File: src/rtl/register_file_mp_if.sv
// Bus for the multi-port register file: one write port, two read ports that
// share one enable, plus the read-valid and busy flags.
interface register_file_mp_if #(
  parameter int DATA_W = 8,
  parameter int ADDR_W = 3
);
  logic              re;
  logic [ADDR_W-1:0] ri_a;
  logic [ADDR_W-1:0] ri_b;
  logic              we;
  logic [ADDR_W-1:0] ri_d;
  logic [DATA_W-1:0] d;
  logic [DATA_W-1:0] a;
  logic [DATA_W-1:0] b;
  logic              rd_valid;
  logic              busy;

  modport master (
    output re, ri_a, ri_b, we, ri_d, d,
    input  a, b, rd_valid, busy
  );

  modport slave (
    input  re, ri_a, ri_b, we, ri_d, d,
    output a, b, rd_valid, busy
  );
endinterface

File: src/rtl/register_file_mp.sv
// 2R/1W register file with optional write->read bypass and hardwired-zero r0.
// After reset, a clear sequencer zeroes one entry per cycle while busy is high.
module register_file_mp_rport #(
  parameter int DATA_W   = 8,
  parameter int ADDR_W   = 3,
  parameter int BYPASS   = 1,
  parameter int ZERO_REG = 0
) (
  input  logic [(2**ADDR_W)-1:0][DATA_W-1:0] bank,
  input  logic [ADDR_W-1:0]                  idx,
  input  logic                               wr_en,
  input  logic [ADDR_W-1:0]                  wr_idx,
  input  logic [DATA_W-1:0]                  wr_data,
  output logic [DATA_W-1:0]                  rdata
);
  always_comb begin
    rdata = bank[idx];
    if (BYPASS != 0 && wr_en && wr_idx == idx) rdata = wr_data;
    // r0 reads zero even when a same-cycle write to it would be forwarded
    if (ZERO_REG != 0 && idx == '0) rdata = '0;
  end
endmodule

module register_file_mp #(
  parameter int DATA_W   = 8,
  parameter int ADDR_W   = 3,
  parameter int BYPASS   = 1,
  parameter int ZERO_REG = 0
) (
  input logic              clk,
  input logic              rst,
  register_file_mp_if.slave bus
);
  localparam int DEPTH  = 2 ** ADDR_W;
  localparam int NUM_RP = 2;

  typedef enum logic { INIT, READY } state_t;

  state_t                          state_q, state_d;
  logic [ADDR_W-1:0]               ptr_q, ptr_d;
  logic                            busy_q, busy_d;
  logic                            vld_q, vld_d;
  logic [NUM_RP-1:0][DATA_W-1:0]   rdat_q, rdat_d;
  logic [DEPTH-1:0][DATA_W-1:0]    bank_q;

  logic                            wr_en;
  logic [ADDR_W-1:0]               wr_idx;
  logic [DATA_W-1:0]               wr_data;
  logic [NUM_RP-1:0][ADDR_W-1:0]   rd_idx;
  logic [NUM_RP-1:0][DATA_W-1:0]   rd_data;

  assign rd_idx = {bus.ri_b, bus.ri_a};

  for (genvar p = 0; p < NUM_RP; p++) begin : g_rp
    register_file_mp_rport #(
      .DATA_W(DATA_W), .ADDR_W(ADDR_W), .BYPASS(BYPASS), .ZERO_REG(ZERO_REG)
    ) u_rp (
      .bank   (bank_q),
      .idx    (rd_idx[p]),
      .wr_en  (wr_en),
      .wr_idx (wr_idx),
      .wr_data(wr_data),
      .rdata  (rd_data[p])
    );
  end

  always_comb begin
    state_d = state_q;
    ptr_d   = ptr_q;
    busy_d  = busy_q;
    vld_d   = 1'b0;
    rdat_d  = rdat_q;
    wr_en   = 1'b0;
    wr_idx  = ptr_q;
    wr_data = '0;
    case (state_q)
      INIT: begin
        wr_en = 1'b1;
        ptr_d = ptr_q + ADDR_W'(1);
        if (ptr_q == ADDR_W'(DEPTH - 1)) begin
          state_d = READY;
          busy_d  = 1'b0;
        end
      end
      READY: begin
        if (bus.we && !(ZERO_REG != 0 && bus.ri_d == '0)) begin
          wr_en   = 1'b1;
          wr_idx  = bus.ri_d;
          wr_data = bus.d;
        end
        if (bus.re) begin
          rdat_d = rd_data;
          vld_d  = 1'b1;
        end
      end
      default: ;
    endcase
  end

  always_ff @(posedge clk) begin
    if (rst) begin
      state_q <= INIT;
      ptr_q   <= '0;
      busy_q  <= 1'b1;
      vld_q   <= 1'b0;
      rdat_q  <= '0;
    end else begin
      state_q <= state_d;
      ptr_q   <= ptr_d;
      busy_q  <= busy_d;
      vld_q   <= vld_d;
      rdat_q  <= rdat_d;
    end
  end

  // Array contents are left alone on a reset edge; the sequencer clears them after
  always_ff @(posedge clk) begin
    if (!rst && wr_en) bank_q[wr_idx] <= wr_data;
  end

  assign bus.a        = rdat_q[0];
  assign bus.b        = rdat_q[1];
  assign bus.rd_valid = vld_q;
  assign bus.busy     = busy_q;
endmodule

File: src/flat_wrapper.sv
// flat-port wrapper written by rule: the top's interface ports become plain ports
module register_file_mp_flat 
#(
  parameter int DATA_W   = 8,
  parameter int ADDR_W   = 3,
  parameter int BYPASS   = 1,
  parameter int ZERO_REG = 0
)
  (clk, rst, bus_re, bus_ri_a, bus_ri_b, bus_we, bus_ri_d, bus_d, bus_a, bus_b, bus_rd_valid, bus_busy);
  register_file_mp_if #(.DATA_W(DATA_W), .ADDR_W(ADDR_W)) bus_i ();
  input logic clk;
  input logic rst;
  input wire logic [$bits(bus_i.re)-1:0] bus_re;
  input wire logic [$bits(bus_i.ri_a)-1:0] bus_ri_a;
  input wire logic [$bits(bus_i.ri_b)-1:0] bus_ri_b;
  input wire logic [$bits(bus_i.we)-1:0] bus_we;
  input wire logic [$bits(bus_i.ri_d)-1:0] bus_ri_d;
  input wire logic [$bits(bus_i.d)-1:0] bus_d;
  output wire logic [$bits(bus_i.a)-1:0] bus_a;
  output wire logic [$bits(bus_i.b)-1:0] bus_b;
  output wire logic [$bits(bus_i.rd_valid)-1:0] bus_rd_valid;
  output wire logic [$bits(bus_i.busy)-1:0] bus_busy;
  assign bus_i.re = bus_re;
  assign bus_i.ri_a = bus_ri_a;
  assign bus_i.ri_b = bus_ri_b;
  assign bus_i.we = bus_we;
  assign bus_i.ri_d = bus_ri_d;
  assign bus_i.d = bus_d;
  assign bus_a = bus_i.a;
  assign bus_b = bus_i.b;
  assign bus_rd_valid = bus_i.rd_valid;
  assign bus_busy = bus_i.busy;
  register_file_mp #(.DATA_W(DATA_W), .ADDR_W(ADDR_W), .BYPASS(BYPASS), .ZERO_REG(ZERO_REG)) u_core (.clk(clk), .rst(rst), .bus(bus_i));
endmodule
File: config.mk
export PLATFORM = sky130hd
export DESIGN_NAME = register_file_mp_flat
export DESIGN_NICKNAME = d
export VERILOG_FILES = /design/src/rtl/register_file_mp_if.sv /design/src/rtl/register_file_mp.sv /design/src/flat_wrapper.sv
export SDC_FILE = /design/constraint.sdc
export NUM_CORES = 1
export LEC_CHECK = 0
export CORE_MARGIN = 2
export CORE_UTILIZATION = 55
export CTS_BUF_LIST = sky130_fd_sc_hd__clkbuf_4
export CTS_CLUSTER_SIZE = 20
export DETAILED_ROUTE_END_ITERATION = 7
export PLACE_DENSITY_LB_ADDON = 0.08
export SLEW_MARGIN = 40
export SYNTH_ARGS = -nofsm -noshare
export SYNTH_HDL_FRONTEND = slang
export SYNTH_SLANG_ARGS = --single-unit
File: constraint.sdc
create_clock -name clk -period 2.39 [get_ports clk]
set_clock_uncertainty 0.1 [all_clocks]
set_input_delay 0.5975 -clock clk [delete_from_list [all_inputs] [get_ports clk]]
set_output_delay 0.5975 -clock clk [all_outputs]
set_load 0.02 [all_outputs]
# --- Word level (Yosys, flattened, before mapping) ---
# Index checks and enable logic that the tools add are counted.
# W data, S select, Z words.
op_classes:
  n_addsub: 1
  magnitude_cmp: 4
  n_eq_ne: 3
  mux: 18
  n_bitwise: 1
  reduce_logical: 8
op_table:
  columns: ["op", "count"]
  rows:
  - ["$bwmux W64", 1]
  - ["$mux W8", 7]
  - ["$bmux W8 S3", 2]
  - ["$demux W8 S3", 1]
  - ["$lt A3 B4 Y1 const B", 3]
  - ["$eq A3 B3 Y1", 2]
  - ["$mux W3", 2]
  - ["$logic_and A1 B1 Y1", 4]
  - ["$mux W1", 4]
  - ["$reduce_and A2 Y1", 2]
  - ["$add A3 B1 Y3 const B", 1]
  - ["$eq A3 B3 Y1 const B", 1]
  - ["$ge A3 B1 Y1 const B", 1]
  - ["$pmux W1 S2", 1]
  - ["$reduce_or A2 Y1", 1]
  - ["$logic_not A1 Y1", 1]
  - ["$not A1 Y1", 1]
totals:
  register_bits: 86
  input_bits: 21
  output_inout_bits: 18
  wordCells: 49

# --- Depth between registers and ports, before layout ---
logic_depth:
  depth_word: 7
  depth_mapped: 8
  depth_no_buf: 6

# --- Modules after synthesis ---
# A second synthesis with hierarchy kept.
hier_totals:
  cells_unflattened: 279
  hier_area_um2: 4356.7
modules_own_cells:
  columns: ["module", "instances", "cells_per_inst", "area_per_inst_um2", "seq_area_each_um2"]
  rows:
  - ["register_file_mp", 1, 197, 3035.4, 2362.3]
  - ["register_file_mp_rport", 2, 41, 660.6, 0.0]

# --- Least setup slack after synthesis ---
# OpenSTA, ideal clock, no wires.
synth_timing:
  path_type: "input -> register"
  start: "in bus_we"
  end: "reg u_core.bank_q[16] in the netlist's numbering, enable pin"
  arrival_time_ps: 1662
  path_slack_ps: 257
  path_stages: 5
  n_path_buf: 1
  path_cell_list: "buf_2 nand2_2 or3_1 o31a_1 nor2_1"
synth_between:
  elab_chain_len: 3
synth_lines:
  columns: ["item", "line", "text"]
  rows:
  - ["start: declaration", "flat_wrapper.sv:16", "input wire logic [$bits(bus_i.we)-1:0] bus_we;"]
  - ["$mux W1", "register_file_mp.sv:86", "if (bus.we && !(ZERO_REG != 0 && bus.ri_d == '0)) begin"]
  - ["$pmux W1 S2", "register_file_mp.sv:76", "case (state_q)"]
  - ["$logic_and A1 B1 Y1", "register_file_mp.sv:118", "if (!rst && wr_en) bank_q[wr_idx] <= wr_data;"]
  - ["end signal: indexed assignment", "register_file_mp.sv:118", null]
  - ["end: declaration", "register_file_mp.sv:44", "logic [DEPTH-1:0][DATA_W-1:0] bank_q;"]
# No other way between the ends.
# A chain may end at the register's enable or synchronous reset.

# --- Worst setup path after layout ---
layout_timing:
  start: "in bus_we"
  end: "reg u_core.bank_q[12] in the netlist's numbering, enable pin"
# Same word-level chain as after synthesis.

==> impl_metrics.csv <==
group,metric,value,unit
cells_and_area,antenna_cells,0,
clock_tree,cts-root-buf,"clkbuf_4",
floorplanning,die_w,92.5,um
min_path,hp-start,"u_core.bus.busy",
worst_setup_path,reg2reg_slack,250,ps
run_status,status,"complete, no violations",
yosys,syn_area_per_cell,12.0,um2
floorplanning,die-area,0.00855,mm2
global_routing,track_usage,0.247,
floorplanning,core,0.00765,mm2
yosys,synthAdderAreaFrac,0.00581,
detailed_routing,first_pass_iters,5,
placement,gp_congestion,0.893,
detailed_routing,vias_per_cell,5.84,
timing,timing.fmax,461,MHz
global_routing,grt_max_degree,24,
pwr,clkPwrFrac,0.361,
yosys,syn_inst,358,
clock_tree,h-tree-depth,3,
yosys,yosysWarnings,0,
worst_setup_path,critPathBufInv,3,
clock_tree,cts_buffers,9,
detailed_routing,wire_per_inst,18.6,um
detailed_routing,num_vias,3153,
detailed_routing,first_iter_violations,282,
worst_setup_path,r2r_end,"u_core.bank_q[12]",
pwr,peakVddDrop,0.496,mV
min_path,min_to,"u_core.bus.busy",
worst_setup_path,crit_chain,"clkdlybuf4s50_1 -> and2_1 -> buf_4 -> a21oi_1 -> or2_2 -> nor2_1 -> buf_4",
yosys,synth_area,0.00431,mm2
min_path,hold_class,"flip-flop to flip-flop",
yosys,ys_ff_latch,86,
worst_setup_path,slowest_delay,520,ps
cells_and_area,final_area,0.00532,mm2
timing,hold_viol,0,
timing,final_max_slew_viol_count,0,
yosys,synth.area.mux_share,0.159,
worst_setup_path,crit_path_top_delay_cell,"clkdlybuf4s50_1",
worst_setup_path,worstPathRequired,2430,ps
yosys,synth_simple_gate_area_frac,0.114,
global_routing,antenna_found_initial,0,
floorplanning,pin_count,39,
pwr,power.density,595,mW/mm2
pwr,power_frac_comb,0.118,
clock_tree,ctsResizeCount,0,
global_routing,grt.overflow.total,0,
detailed_routing,drc,0,
global_routing,grt_pass1_wl,15.9,mm
timing,max_slew_margin,0.541,
clock_tree,ctsLongestPathBuffers,2,
pwr,swShare,0.228,
pwr,p_seq_frac,0.522,
worst_setup_path,worstPathMaxFanout,8,
placement,dp_cells,524,
timing,whs,371,ps
clock_tree,path_clk_slew,120,ps
worst_setup_path,crit_arrival,2210,ps
timing,finalCritPeriodShare,0.907,
clock_tree,hold_buffers,0,
yosys,synth_area_leaders,"edfxtp_1 45%, mux2i_1 15%, dfxtp_1 10%",
cells_and_area,syn2layout_area_growth,23.4,%
cells_and_area,utilization,0.695,
pwr,p_sw,0.723,mW
cells_and_area,final_cell_mix,"66 x mux2i_1, 64 x edfxtp_1, 50 x buf_4, 38 x clkdlybuf4s50_1, 28 x a22oi_1",
worst_setup_path,crit_path_frequent_cell,"buf_4",
pwr,cellInternalPower,2.44,mW
cells_and_area,final_common_cell,"mux2i_1",
detailed_routing,finalWirelength,10.1,mm
global_routing,grt_pass1_vias,2966,
yosys,synth_xor_area_frac,0.0142,
cells_and_area,final_layout_size_suffix_gt1_frac,0.174,
worst_setup_path,worst_setup_path_end_kind,"flip-flop",
clock_tree,numClockSinks,86,
timing,rsz0062_at_grt,"no",
clock_tree,clkLatencyLatePin,430,ps
floorplanning,die_height,92.5,um
worst_setup_path,critPathLaunchType,"input port",
yosys,synth_top_area_cell,"edfxtp_1",
worst_setup_path,worstRegToRegCells,6,
cells_and_area,instances_no_fill,540,
placement,dpl_cell_area,0.00510,mm2
yosys,synth_top_family_by_area,"multiplexers",
floorplanning,start_util,0.563,
timing,fin_crit,2170,ps
timing,finalSetupViolCount,0,
clock_tree,cts_tree,"yes",
yosys,yosysSeqAreaShare,0.549,
clock_tree,cts_setup_buffers,0,
yosys,synth-compound-area-share,0.123,
worst_setup_path,critPathKind,"input port to flip-flop",
min_path,min_path_cells,1,
yosys,synth_cell_types,41,
timing,worstMarginPinSlew,688,ps
yosys,netlist.area_leader.share,0.446,
yosys,synth_fp_nets,381,
flow_run,drv_cap,0,
cells_and_area,nets,456,
pwr,power_leakage,2.15,nW
floorplanning,num_rows,32,
placement,io_buffers,38,
worst_setup_path,timing.rr.start,"u_core.state_q",
worst_setup_path,crit_family,"buffers and inverters",
placement,dpl.hpwl,7.55,mm
detailed_routing,ant_nets,0,
## sequential cells by signal, summed over array words and instances, names as in the netlist
name and cells:
u_core.bank_q 64, u_core.bus.a 8, u_core.bus.b 8, u_core.state_q 1, u_core.ptr_q 3, u_core.bus.busy 1
u_core.bus.rd_valid 1
## per-layer routing
metal	global-route usage	wire length, um
met1	0.365	4900
met5	0	0
met3	0.0472	512
met4	0.0721	125
met2	0.374	4530
## final cells by class
cell class	count	area, um2
Clock buffer	9	67.6
Clock inverter	7	145
Fill cell	574	2330
Inverter	7	26.3
Multi-Input combinational cell	239	1790
Sequential cell	86	2360
Tap cell	102	128
Timing Repair Buffer	90	796
## worst max path at each step
| stage | from | end | depth (start not counted) |
|---|---|---|---|
| finish | bus_we | u_core.bank_q[12] | 7 |
| global route | u_core.state_q | u_core.bus.a[0] | 6 |
| CTS | bus_we | u_core.bank_q[56] | 7 |
| detailed placement | bus_we | u_core.bank_q[60] | 7 |
| global placement | bus_we | u_core.bank_q[60] | 7 |
| floorplan | bus_we | u_core.bank_q[16] | 5 |
## cells by family (layout without fill, tap and decap cells)
| family | after synthesis | in the layout |
|---|---|---|
| DFF | 86 | 86 |
| xor gates and xnor gates | 7 | 7 |
| AOI/OAI and AO/OA | 66 | 66 |
| adders and majority gates | 2 | 2 |
| and+or+nand+nor | 96 | 96 |
| buffers and inverters | 33 | 113 |
| muxes | 68 | 68 |
## worst reg2reg max path, cell delays in order (launching register included)
cell     delay (ps)
dfxtp_1         610
and2_1          290
buf_4           170
a21oi_1          60
or2_2           310
nor2_1          130
buf_4           190
## cells in the mapped netlist, drive strengths merged
| library cell | n |
|---|---|
| a2111oi | 2 |
| a211o | 3 |
| a211oi | 2 |
| a21o | 3 |
| a21oi | 3 |
| a221o | 6 |
| a221oi | 2 |
| a22oi | 28 |
| a31oi | 1 |
| and2 | 9 |
| and3 | 10 |
| buf | 16 |
| clkbuf | 10 |
| dfxtp | 22 |
| edfxtp | 64 |
| ha | 2 |
| inv | 7 |
| mux2 | 2 |
| mux2i | 66 |
| nand2 | 16 |
| nand2b | 2 |
| nand3 | 18 |
| nand4 | 7 |
| nor2 | 19 |
| nor2b | 10 |
| nor3 | 2 |
| o211ai | 1 |
| o21ai | 9 |
| o221ai | 2 |
| o22ai | 1 |
| o311ai | 2 |
| o31a | 1 |
| or2 | 2 |
| or3 | 1 |
| xnor2 | 3 |
| xor2 | 4 |
## metrics by stage
stage | TNS [ps] | power (mW) | worst slack [ps]
3_5_place_dp | -10580 | 2.05 | -223
4_1_cts | 0 | 3.18 | 252
2_1_floorplan | 0 | 1.90 | 257
6_report | 0 | 3.16 | 222
3_3_place_gp | -8120 | 2.04 | -193
5_1_grt | 0 | 3.27 | 113
## power by group through the flow
| stage | Clock [mW] | Combinational [mW] | Sequential, mW |
|---|---|---|---|
| floorplan | 0 | 0.223 | 1.67 |
| global placement | 0 | 0.361 | 1.68 |
| detailed placement | 0 | 0.369 | 1.68 |
| CTS | 1.16 | 0.370 | 1.65 |
| global route | 1.22 | 0.400 | 1.65 |
| finish | 1.14 | 0.372 | 1.65 |
Power figures use the tool's default switching activity.
